<file path="config.mk">
export PLATFORM = sky130hd
export DESIGN_NAME = uart_rx
export DESIGN_NICKNAME = d
export VERILOG_FILES = /design/src/rtl/uart_rx.sv
export SDC_FILE = /design/constraint.sdc
export NUM_CORES = 1
export LEC_CHECK = 0
export ABC_AREA = 1
export CAP_MARGIN = 0
export CORE_MARGIN = 2
export CORE_UTILIZATION = 56
export CTS_CLUSTER_DIAMETER = 60
export CTS_CLUSTER_SIZE = 16
export DETAILED_ROUTE_END_ITERATION = 10
export PLACE_DENSITY = 0.78
export SETUP_SLACK_MARGIN = 0.02
export SLEW_MARGIN = 0
export SYNTH_ARGS = -nofsm -noshare
export SYNTH_HDL_FRONTEND = slang
export SYNTH_SLANG_ARGS = --single-unit
</file>
<file path="constraint.sdc">
create_clock -name clk -period 1.79 [get_ports clk]
set_input_delay 0.2685 -clock clk [delete_from_list [all_inputs] [get_ports clk]]
set_output_delay 0.2685 -clock clk [all_outputs]
set_load 0.03 [all_outputs]
</file>
<file path="src/rtl/uart_rx.sv">
// UART receiver: start(0), 8 data bits LSB first, one parity bit, stop(1).
// Each byte is presented with a one-cycle rx_valid strobe and parity/framing status.
module uart_rx #(
   parameter int CLKS_PER_BIT = 16,
   parameter int PARITY_ODD   = 0
) (
   input  logic       clk,
   input  logic       rst,
   input  logic       rx_data_in,
   output logic [7:0] rx_data,
   output logic       rx_valid,
   output logic       parity_error,
   output logic       framing_error,
   output logic       rx_busy
);

   localparam int CW = (CLKS_PER_BIT > 2) ? $clog2(CLKS_PER_BIT) : 1;
   localparam logic [CW-1:0] LAST = CW'(CLKS_PER_BIT - 1);
   localparam logic [CW-1:0] HALF = CW'((CLKS_PER_BIT - 1) / 2);
   localparam logic          ODD  = (PARITY_ODD != 0);

   typedef enum logic [2:0] {IDLE, START, DATA, PARITY, STOP} state_t;

   state_t        state;
   logic [1:0]    sync_q;
   logic          rx_s;
   logic          prev;
   logic [CW-1:0] cnt;
   logic [2:0]    idx;
   logic [7:0]    shreg;
   logic          par_bit;

   // NOTE: non-blocking assignments so both flops sample the pre-edge values.
   // Reset to 1 (idle level) so reset itself never looks like a start edge.
   always_ff @(posedge clk) begin
      if (rst) sync_q <= 2'b11;
      else     sync_q <= {sync_q[0], rx_data_in};
   end

   assign rx_s = sync_q[1];

   always_ff @(posedge clk) begin
      if (rst) begin
         state         <= IDLE;
         prev          <= 1'b1;
         cnt           <= '0;
         idx           <= '0;
         shreg         <= '0;
         par_bit       <= 1'b0;
         rx_data       <= 8'h00;
         rx_valid      <= 1'b0;
         parity_error  <= 1'b0;
         framing_error <= 1'b0;
         rx_busy       <= 1'b0;
      end else begin
         prev     <= rx_s;
         rx_valid <= 1'b0;
         unique case (state)
            IDLE: begin
               // Falling edge only, so a line stuck low cannot retrigger.
               if (prev && !rx_s) begin
                  state   <= START;
                  cnt     <= '0;
                  rx_busy <= 1'b1;
               end
            end
            START: begin
               if (cnt == HALF) begin
                  if (rx_s) begin
                     state   <= IDLE;
                     rx_busy <= 1'b0;
                  end else begin
                     state <= DATA;
                     cnt   <= '0;
                     idx   <= '0;
                  end
               end else begin
                  cnt <= cnt + 1'b1;
               end
            end
            DATA: begin
               if (cnt == LAST) begin
                  shreg <= {rx_s, shreg[7:1]};
                  cnt   <= '0;
                  if (idx == 3'd7) state <= PARITY;
                  else             idx   <= idx + 3'd1;
               end else begin
                  cnt <= cnt + 1'b1;
               end
            end
            PARITY: begin
               if (cnt == LAST) begin
                  par_bit <= rx_s;
                  cnt     <= '0;
                  state   <= STOP;
               end else begin
                  cnt <= cnt + 1'b1;
               end
            end
            STOP: begin
               if (cnt == LAST) begin
                  state         <= IDLE;
                  cnt           <= '0;
                  rx_data       <= shreg;
                  parity_error  <= (^shreg) ^ par_bit ^ ODD;
                  framing_error <= ~rx_s;
                  rx_valid      <= 1'b1;
                  rx_busy       <= 1'b0;
               end else begin
                  cnt <= cnt + 1'b1;
               end
            end
            default: begin
               state   <= IDLE;
               rx_busy <= 1'b0;
            end
         endcase
      end
   end

endmodule

</file>
==> metrics <==
max incr delay on CP=670 ps; clk_skew=6.17 ps; Hold Startpoint=sync_q[0]$_SDFF_PP1_; final net count=252; hpwl dp=2000 um; FF-to-FF Start=cnt[0]$_SDFFE_PP0P_; most common cell after layout, fill and taps aside=nand2_1; clk sinks=34; Placed Cells=270; CTS buffer count=5; Synth-to-Final Area Change=11.8%; CORE AREA=2760 um^2; most frequent cells in the layout=nand2_1, dfxtp_1, inv_1, a21oi_1, o21ai_0; Fin. Hold Viols=0; Mapped Area=1640 um^2; CTS resizes=0; fin. max-slew vios=0; type of the worst min-delay path=register to register; FF-to-FF setup slack=250 ps; RSZ-0062 raised after global routing=no; ANT nets after route=0; Ys Warns=0; vias in the first global route=1271; Final setup viols=0; htree depth=2; Site Rows=19; Slowest cell on crit path=clkdlybuf4s50_1; Max Cap Violations=0; min Tclk post-route=1610 ps; Die Y=58.1 um; detailed-route wire length=2830 um; Buf/Inv on CP=1; Mapped Cells=229; type of origin of the critical path=register; Port-buffer cells=14; setup ws final=176 ps; gpl congestion=0.832; Leakage Power=0.780 nW; largest net degree at the start of global routing=24; Sw Share=28.3%; mean post-synth cell area=7.15 um^2; number of diodes=0; DR pass1 iterations=6; clock transition at the registers of the reported paths=90 ps; DR iter-0 viols=46; CTS tree=done; fin crit share=90.1%; Slew HR=79.2%; power share of the sequential group=56.8%; Pint=1.03 mW; global route overflow=0; Switching Power=406 uW; status=finished clean; PwrDens=784 nW/um^2; cell family contributing the most delay on the critical path=buffers and inverters; clk_lat worst skew=330 ps; CP Capture Type=output port; Post-CTS Setup Inserts=0; effective utilization at floorplan=59.3%; setup TNS=0 ps; Die ar.=3370 um^2; Comb power frac=16.4%; clock buffer depth=2; Hold Buf Count CTS=0; via/cell ratio=5.06; Seq/Total Area, Yosys=41.6%; DR vias=1403; first-pass GRT wire length=5440 um; count of cell types in the netlist=24; Top Ports=15; VDD IR-drop max=0.000791 V; total global-route track usage=20.7%; DIE WIDTH=58.1 um; Worst Path Arrival=1350 ps; Max Freq=0.620 GHz; critical path data required time=1520 ps; Crit Path Category=register to output port; critical-path maximum fanout=2; initial antenna violation count=0; layout cells sized above 1=12.2%; Syn Nets=235; Place WS=296 ps; WL/cell=10.2 um; CP cell instances=clkdlybuf4s50_1; # DRC=0; Yosys reg bits=34; Clk network pwr share=26.8%; worst slew pin tran=312 ps; Clock Root Buffer=clkbuf_4; Crit. Startpoint=parity_error$_SDFFE_PP0P_; Cell Count, Final, Fillers Out=277
-- worst register-to-register path: stages, from the launching register on --
cell and delay, ps:
dfxtp_1 380, ha_1 200, nand2_2 90, nor2_1 170, nor2_2 70, nor2_1 150, nand3_2 150, nand2_1 90
inv_1 50, nor3_2 130
-- state kept, by name (all words and copies together) (netlist names) --
register / cells
prev: 1
rx_data: 8
parity_error: 1
cnt: 4
par_bit: 1
state: 3
sync_q: 2
framing_error: 1
shreg: 8
idx: 3
rx_valid: 1
rx_busy: 1
-- metal layers --
metal,track usage [%],up-vias,part of all wire (%)
met3,6.70,5,4.7
li1,-,766,-
met5,0,-,0
met1,28.8,606,53
met4,6.98,0,1.7
met2,30.4,26,41
-- stage by stage --
stage	power [mW]	utilization (%)	area, um^2	hold slack, ps
floorplan	1.01	-	1640	372
global placement	1.06	64.7	1780	392
detailed placement	1.06	64.7	1780	396
CTS	1.45	66.3	1830	420
global route	1.52	66.3	1830	462
finish	1.43	66.3	1830	416
-- synthesized netlist by cell type --
cell,n,area (um^2)
a21boi_0,1,7.51
a21oi_1,30,150
buf_6,3,33.8
clkbuf_1,2,7.51
clkbuf_2,1,5.00
dfxtp_1,34,681
ha_1,3,37.5
inv_1,30,113
inv_2,4,15.0
nand2_1,50,188
nand2_2,3,18.8
nand3_1,7,35.0
nand3_2,2,20.0
nand4_1,2,12.5
nor2_1,16,60.1
nor2_2,6,37.5
nor2_4,2,22.5
nor3_2,2,20.0
o21ai_0,23,115
o21ai_1,2,10.0
o21ai_2,2,17.5
or2_2,2,12.5
xnor2_1,1,8.76
xor2_1,1,8.76
-- logic make-up after synthesis --
family,Yosys count,synth area share [%]
buf+inv,40,10.6
compound gates,58,18.3
fa+ha+maj,3,2.29
flops,34,41.6
simple gates,92,26.1
xor+xnor,2,1.07
-- area by class of cell --
class / instances / area [um^2]
tap: 31 / 38.8
timing repair buffer: 16 / 155
inverter: 34 / 128
clock buffer: 7 / 45.0
multi-input combinational: 155 / 782
sequential: 34 / 681
fill: 254 / 928
-- power by group through the flow --
stage          registers, mW  logic, mW  clock network, mW
4_1_cts                0.815      0.237              0.400
6_report               0.814      0.236              0.384
3_3_place_gp           0.831      0.229                  0
5_1_grt                0.819      0.275              0.429
3_5_place_dp           0.832      0.233                  0
2_1_floorplan          0.838      0.175                  0
-- worst paths after layout --
kind,endpoint,depth (start not counted)
setup / recovery,parity_error,1
hold / removal,sync_q[1]$_SDFF_PP1_,1
setup reg to reg,idx[2]$_SDFFE_PP0P_,9
hold reg to reg,sync_q[1]$_SDFF_PP1_,1
No activity file was read; power rests on OpenSTA's default activity.
